===== src/rtl/camera_frame_crop.sv =====
// Camera frame crop: frame enable, frame dropping, window slicing and little-endian 32-bit packing
// in front of the uDMA RX channel. Define CAM_FRAME_FLUSH_EN to zero-pad and push partial words at frame end.
module camera_frame_crop #(
  parameter int unsigned FIFO_DEPTH = 2,
  parameter int unsigned COORD_W    = 16
) (
  input  logic               clk_i,
  input  logic               rstn_i,
  input  logic               cfg_en_i,
  input  logic               cfg_frame_drop_en_i,
  input  logic [5:0]         cfg_frame_drop_cnt_i,
  input  logic               cfg_slice_en_i,
  input  logic [COORD_W-1:0] cfg_ll_x_i,
  input  logic [COORD_W-1:0] cfg_ll_y_i,
  input  logic [COORD_W-1:0] cfg_ur_x_i,
  input  logic [COORD_W-1:0] cfg_ur_y_i,
  input  logic [COORD_W-1:0] cfg_row_len_i,
  input  logic               clr_i,
  input  logic               pix_sof_i,
  input  logic               pix_valid_i,
  input  logic [7:0]         pix_data_i,
  output logic [31:0]        data_o,
  output logic               valid_o,
  input  logic               ready_i,
  output logic               ip_en_o,
  output logic               frame_done_o,
  output logic               overflow_o
);

  localparam int unsigned PTR_W = $clog2(FIFO_DEPTH);

  typedef enum logic [1:0] {ST_IDLE, ST_WAIT_SOF, ST_ACTIVE, ST_DROP} state_e;

  state_e             state_q, state_d;
  logic [5:0]         drop_cnt_q, drop_cnt_d;
  logic               frame_done_q;
  logic               frame_end;
  logic               capture;
  logic               in_win;
  logic               keep;
  logic [COORD_W-1:0] x_q, y_q;
  logic [COORD_W-1:0] cur_x, cur_y;
  logic [1:0]         pk_cnt_q, pk_cnt_d;
  logic [23:0]        pk_word_q, pk_word_d;
  logic               push;
  logic [31:0]        push_data;
  logic               pop;
  logic               push_ok;
  logic               full;
  logic               empty;
  logic [PTR_W:0]     wr_ptr_q, rd_ptr_q;
  logic [31:0]        mem [FIFO_DEPTH];
  logic               overflow_q;

  // NOTE: every variable driven here gets a default first, so no path can infer a latch.
  always_comb begin
    state_d    = state_q;
    drop_cnt_d = drop_cnt_q;
    if (!cfg_en_i) begin
      state_d = ST_IDLE;
    end else begin
      case (state_q)
        ST_IDLE:     state_d = ST_WAIT_SOF;
        ST_WAIT_SOF: if (pix_sof_i) state_d = ST_ACTIVE;
        ST_ACTIVE: begin
          if (pix_sof_i && cfg_frame_drop_en_i && (cfg_frame_drop_cnt_i != 6'd0)) begin
            state_d    = ST_DROP;
            drop_cnt_d = cfg_frame_drop_cnt_i;
          end
        end
        ST_DROP: begin
          // A count cleared by clr_i while dropping resumes capture rather than stalling.
          if (pix_sof_i) begin
            if (drop_cnt_q <= 6'd1) state_d = ST_ACTIVE;
            drop_cnt_d = (drop_cnt_q == 6'd0) ? 6'd0 : drop_cnt_q - 6'd1;
          end
        end
        default: state_d = ST_IDLE;
      endcase
    end
    if (clr_i) drop_cnt_d = 6'd0;
  end

  assign frame_end = (state_q == ST_ACTIVE) && (pix_sof_i || !cfg_en_i);
  // A byte arriving with SOF belongs to the new frame, so it follows the post-SOF state.
  assign capture   = cfg_en_i && (pix_sof_i ? (state_d == ST_ACTIVE) : (state_q == ST_ACTIVE));

  // NOTE: sequential state uses non-blocking assignments so all flops sample pre-edge values.
  always_ff @(posedge clk_i or negedge rstn_i) begin
    if (!rstn_i) begin
      state_q      <= ST_IDLE;
      drop_cnt_q   <= 6'd0;
      frame_done_q <= 1'b0;
    end else begin
      state_q      <= state_d;
      drop_cnt_q   <= drop_cnt_d;
      frame_done_q <= frame_end;
    end
  end

  assign ip_en_o      = (state_q == ST_ACTIVE) || (state_q == ST_DROP);
  assign frame_done_o = frame_done_q;

  assign cur_x  = pix_sof_i ? '0 : x_q;
  assign cur_y  = pix_sof_i ? '0 : y_q;
  assign in_win = (cur_x >= cfg_ll_x_i) && (cur_x <= cfg_ur_x_i) &&
                  (cur_y >= cfg_ll_y_i) && (cur_y <= cfg_ur_y_i);
  assign keep   = pix_valid_i && capture && (!cfg_slice_en_i || in_win);

  always_ff @(posedge clk_i or negedge rstn_i) begin
    if (!rstn_i) begin
      x_q <= '0;
      y_q <= '0;
    end else if (pix_valid_i) begin
      if (cur_x == cfg_row_len_i) begin
        x_q <= '0;
        y_q <= (&cur_y) ? cur_y : cur_y + 1'b1;
      end else begin
        x_q <= cur_x + 1'b1;
        y_q <= cur_y;
      end
    end else if (pix_sof_i) begin
      x_q <= '0;
      y_q <= '0;
    end
  end

  // Unused upper packer bytes are always zero, which doubles as the flush padding.
  always_comb begin
    pk_cnt_d  = pk_cnt_q;
    pk_word_d = pk_word_q;
    push      = 1'b0;
    push_data = '0;
    if (frame_end || !cfg_en_i) begin
`ifdef CAM_FRAME_FLUSH_EN
      if (frame_end && (pk_cnt_q != 2'd0)) begin
        push      = 1'b1;
        push_data = {8'h00, pk_word_q};
      end
`endif
      pk_cnt_d  = 2'd0;
      pk_word_d = '0;
    end
    if (keep) begin
      if (pk_cnt_d == 2'd3) begin
        push      = 1'b1;
        push_data = {pix_data_i, pk_word_d};
        pk_cnt_d  = 2'd0;
        pk_word_d = '0;
      end else begin
        case (pk_cnt_d)
          2'd0:    pk_word_d[7:0]   = pix_data_i;
          2'd1:    pk_word_d[15:8]  = pix_data_i;
          default: pk_word_d[23:16] = pix_data_i;
        endcase
        pk_cnt_d = pk_cnt_d + 2'd1;
      end
    end
    if (clr_i) begin
      push      = 1'b0;
      pk_cnt_d  = 2'd0;
      pk_word_d = '0;
    end
  end

  always_ff @(posedge clk_i or negedge rstn_i) begin
    if (!rstn_i) begin
      pk_cnt_q  <= 2'd0;
      pk_word_q <= '0;
    end else begin
      pk_cnt_q  <= pk_cnt_d;
      pk_word_q <= pk_word_d;
    end
  end

  assign empty   = (wr_ptr_q == rd_ptr_q);
  assign full    = (wr_ptr_q[PTR_W] != rd_ptr_q[PTR_W]) &&
                   (wr_ptr_q[PTR_W-1:0] == rd_ptr_q[PTR_W-1:0]);
  assign pop     = !empty && ready_i;
  assign push_ok = push && (!full || pop);

  always_ff @(posedge clk_i or negedge rstn_i) begin
    if (!rstn_i) begin
      wr_ptr_q   <= '0;
      rd_ptr_q   <= '0;
      overflow_q <= 1'b0;
    end else if (clr_i) begin
      wr_ptr_q   <= '0;
      rd_ptr_q   <= '0;
      overflow_q <= 1'b0;
    end else begin
      if (push_ok) wr_ptr_q <= wr_ptr_q + 1'b1;
      if (pop)     rd_ptr_q <= rd_ptr_q + 1'b1;
      if (push && full && !pop) overflow_q <= 1'b1;
    end
  end

  // NOTE: FIFO storage is not reset; only the pointers are, and data_o is masked while empty.
  always_ff @(posedge clk_i) begin
    if (push_ok) mem[wr_ptr_q[PTR_W-1:0]] <= push_data;
  end

  assign valid_o    = !empty;
  assign data_o     = empty ? '0 : mem[rd_ptr_q[PTR_W-1:0]];
  assign overflow_o = overflow_q;

endmodule


===== config.mk =====
export PLATFORM = sky130hd
export DESIGN_NAME = camera_frame_crop
export DESIGN_NICKNAME = d
export VERILOG_FILES = /design/src/rtl/camera_frame_crop.sv
export SDC_FILE = /design/constraint.sdc
export NUM_CORES = 1
export LEC_CHECK = 0
export ABC_AREA = 1
export CAP_MARGIN = 10
export CORE_MARGIN = 2
export CORE_UTILIZATION = 55
export CTS_BUF_LIST = sky130_fd_sc_hd__clkbuf_8
export DETAILED_ROUTE_END_ITERATION = 7
export GPL_ROUTABILITY_DRIVEN = 0
export HOLD_SLACK_MARGIN = 0.1
export PLACE_DENSITY = 0.93
export SKIP_LAST_GASP = 1
export SLEW_MARGIN = 15
export SYNTH_ARGS = -nofsm -noshare
export SYNTH_HDL_FRONTEND = slang
export SYNTH_SLANG_ARGS = --single-unit
export TNS_END_PERCENT = 20

===== constraint.sdc =====
create_clock -name clk_i -period 4.3 [get_ports clk_i]
set_input_delay 1.075 -clock clk_i [delete_from_list [all_inputs] [get_ports clk_i]]
set_output_delay 1.075 -clock clk_i [all_outputs]
set_load 0.005 [all_outputs]

==> impl_metrics.csv, run 1 <==
group,metric,value,unit
timing,setup_violations,0,
clocking,cts.repair.resized,0,
placement,io_buffers,138,
synth,syn_avg_cell_area,7.569,µm²
setup_path,reg2reg_from,"y_q[10]$_DFF_PN0_",
setup_path,crit_cells,17,
clocking,cts_tree,"built",
grt,grt_pass1_vias,8682,
synth,synthesis.area,9052,µm²
detailed_routing,routedWlPerCell,15.28,µm
die,io_pins,139,
setup_path,r2r_end,"mem[1][24]$_DFFE_PP_",
grt,grtUsageTotal,0.2785,
layout,multiInputGateArea,4454,µm²
setup_path,cpLargestDelayFamily,"simple AND/OR/NAND/NOR gates",
setup_path,max_stage_delay,0.46,ns
timing,drv_slew,0,
setup_path,reg2reg_depth,15,
run,max-cap-violations,0,
placement,placed_cell_area,10800,µm²
die,die_w,132.3,µm
grt,grt_max_degree,43,
placement,dp_hpwl,17.55,mm
setup_path,cp_slowest_cell,"clkdlybuf4s50_1",
setup_path,worst_ep_arrival_time,4.08,ns
setup_path,crit_chain,"clkdlybuf4s50_1, inv_2, nand2_1, inv_1, ha_1, nand2_1, inv_1, o21ai_0, a21oi_1, nor2_1, nand2_1, nand2_1, nand4_1, nand2_1, nand4_1, nor2_2, buf_12",
synth,synth-edff-count,64,
setup_path,critPathKind,"in2reg",
detailed_routing,num_vias,8803,
setup_path,crit_fanout,32,
grt,gr-total-overflow,0,
synth,async_flop_share,0.5294,
clocking,postCtsSetupRepairBufs,0,
synth,synthesis.instances,1196,
layout,drive_gt1_frac,0.07132,
timing,slew_headroom,0.4992,
timing,clock.fmax,254.0,MHz
timing,period_share,0.9155,
layout,stdcell_count,1576,
power,p_per_area,255.5,nW/µm²
layout,final_cell_mix,"326 x nand2_1, 182 x inv_1, 137 x clkdlybuf4s50_1",
layout,layout_commonest_cell,"nand2_1",
setup_path,reg2reg_slack,1.39,ns
detailed_routing,postRouteAntennaNets,0,
layout,stdcell_area,11250,µm²
die,core_area,16000,µm²
clocking,root_buffer,"clkbuf_8",
synth,ys_top_cells_by_area,"edfxtp_1 21%, dfrtp_1 20%, nand2_1 14%, ha_1 10%, inv_1 7.5%",
layout,area_delta_synth_final,24.26,%
detailed_routing,dr.pass1.iters,6,
setup_path,end_kind,"flip-flop",
die,dieArea,17500,µm²
clocking,clk_latency,0.46,ns
placement,dp.cells,1544,
setup_path,critPathBufInv,5,
die,fp.dieH,132.3,µm
detailed_routing,drc_errors,0,
clocking,clk_path_buf_depth,2,
grt,antenna_found_initial,0,
timing,hold_viol,0,
placement,preCtsSetupSlack,-0.02831,ns
timing,rsz0062_at_grt,"no",
layout,num_antenna_cells,0,
run_status,status,"finished, final reports clean",
grt,grt_pass1_wl,39.81,mm
setup_path,critPathLaunchType,"primary input",
layout,nFillCells,1220,
setup_path,setup.worst_path.start,"pix_sof_i",
synth,ys.warnings.count,0,
synth,synth_nets,1371,
timing,holdWs,0.5725,ns
timing,timing.setup.tns,0,ns
layout,ff_latch_area,3724,µm²
worst_hold_path,hold_path.class,"reg2reg",
clocking,clk_transition_reported_paths,0.08,ns
clocking,cts.sinks,136,
setup_path,crit_top_cell,"nand2_1",
power,ir_worst_vdd,0.1688,mV
die,core.rowCount,46,
synth,yosysTopAreaCellShare,0.2123,
setup_path,required,4.44,ns
synth,ys.flop_type,"dfrtp_1",
timing,min_period,3.937,ns
detailed_routing,routed_wl,24.09,mm
synth,synth.distinct_cells,46,
detailed_routing,vias_per_cell,5.586,
timing,worst_pin_slew,0.7504,ns
timing,finalWorstSetupSlack,0.3633,ns
layout,nNetsFinal,1522,
synth,yosysTopAreaCell,"edfxtp_1",
clocking,htree_levels,4,
clocking,postCtsHoldBufs,0,
power,cellLeakagePower,5.363,nW
detailed_routing,initialDrtViolationCount,855,
timing,skew,0.01607,ns
die,initial_core_util,0.5658,
synth,ys_ff_latch,136,
setup_path,cp-endpoint,"mem[1][24]$_DFFE_PP_",
synth,seq_area_frac_synth,0.4113,
clocking,cts_made_buffers,17,
==> power breakdown <==
group | internal, mW | total [mW] | switching, mW
logic | 0.146 | 0.306 | 0.160
clock network | 0.646 | 1.19 | 0.549
registers | 1.36 | 1.37 | 0.00824
total | 2.16 | 2.87 | 0.717
==> Yosys cell counts (all sizes together), types with 9 or more instances <==
library cell  instances
xor2                 15
inv                 185
edfxtp               64
o211ai               10
nand3                46
xnor2                10
nand4                18
ha                   72
a21oi                83
clkbuf               22
nor2                129
buf                  16
nand2               332
o21ai                71
nor4                  9
dfrtp                72
==> cell families (layout without fill, tap and decap cells) <==
logic type,after synthesis,count (layout),share of synthesized area
buffers and inverters,224,388,0.09689
XOR/XNOR,25,25,0.02419
AO/OA/AOI/OAI,180,180,0.1071
flip-flops,136,136,0.4113
adder cells (fa/ha/maj),72,72,0.09952
AND/OR/NAND/NOR,559,559,0.2610
==> worst min-delay path by stage <==
stage | from | end | slack, ns | cells after the start
finish | rd_ptr_q[1]$_DFFE_PN0P_ | rd_ptr_q[1]$_DFFE_PN0P_ | 0.57 | 2
global placement | rd_ptr_q[1]$_DFFE_PN0P_ | rd_ptr_q[1]$_DFFE_PN0P_ | 0.54 | 2
detailed placement | rd_ptr_q[1]$_DFFE_PN0P_ | rd_ptr_q[1]$_DFFE_PN0P_ | 0.55 | 2
global route | overflow_o$_DFFE_PN0P_ | overflow_o$_DFFE_PN0P_ | 0.61 | 2
CTS | rd_ptr_q[1]$_DFFE_PN0P_ | rd_ptr_q[1]$_DFFE_PN0P_ | 0.58 | 2
floorplan | overflow_o$_DFFE_PN0P_ | overflow_o$_DFFE_PN0P_ | 0.52 | 2
==> flip-flops by register name, indices dropped and copies added (netlist names) <==
signal        cells
wr_ptr_q          2
frame_done_o      1
x_q              16
pk_cnt_q          2
state_q           2
pk_word_q        24
mem              64
rd_ptr_q          2
overflow_o        1
y_q              16
drop_cnt_q        6
==> metal layers <==
layer,track usage,vias up,share of wire
met5,0,-,0
met4,0.1374,0,0.038
met3,0.04844,89,0.080
met2,0.4922,495,0.50
met1,0.3274,4061,0.38
li1,-,4158,-
==> worst register-to-register path, cell delays in order, from the launching register on <==
cell and delay (ns):
dfrtp_1 0.34, inv_1 0.07, nor2_1 0.32, ha_1 0.31, nand2_1 0.07, inv_1 0.04
o21ai_0 0.06, a21oi_1 0.08, nor2_1 0.14, nand2_1 0.07, nand2_1 0.06, nand4_1 0.22
nand2_1 0.19, nand4_1 0.18, nor2_2 0.19, buf_12 0.23
==> layout make-up <==
cell class              instances  share of cell area
multi-input cells             836              0.3960
flip-flops and latches        136              0.3310
repair buffers                170              0.1471
inverters                     186             0.06218
well taps                     216             0.02403
clock buffers                  17             0.02080
clock inverters                15             0.01891
==> per-stage QoR <==
step,power (mW),util
floorplan,1.541,-
global placement,1.688,0.6751
detailed placement,1.700,0.6751
CTS,2.875,0.7030
global route,2.967,0.7030
finish,2.874,0.7030
No activity file was read; power rests on OpenSTA's default activity.
==> run 2, diff against run 1 <==
- SETUP_SLACK_MARGIN: not set -> 0.02
==> results of run 2 <==
The final DEF is identical to that of run 1; final timing and power are the same.
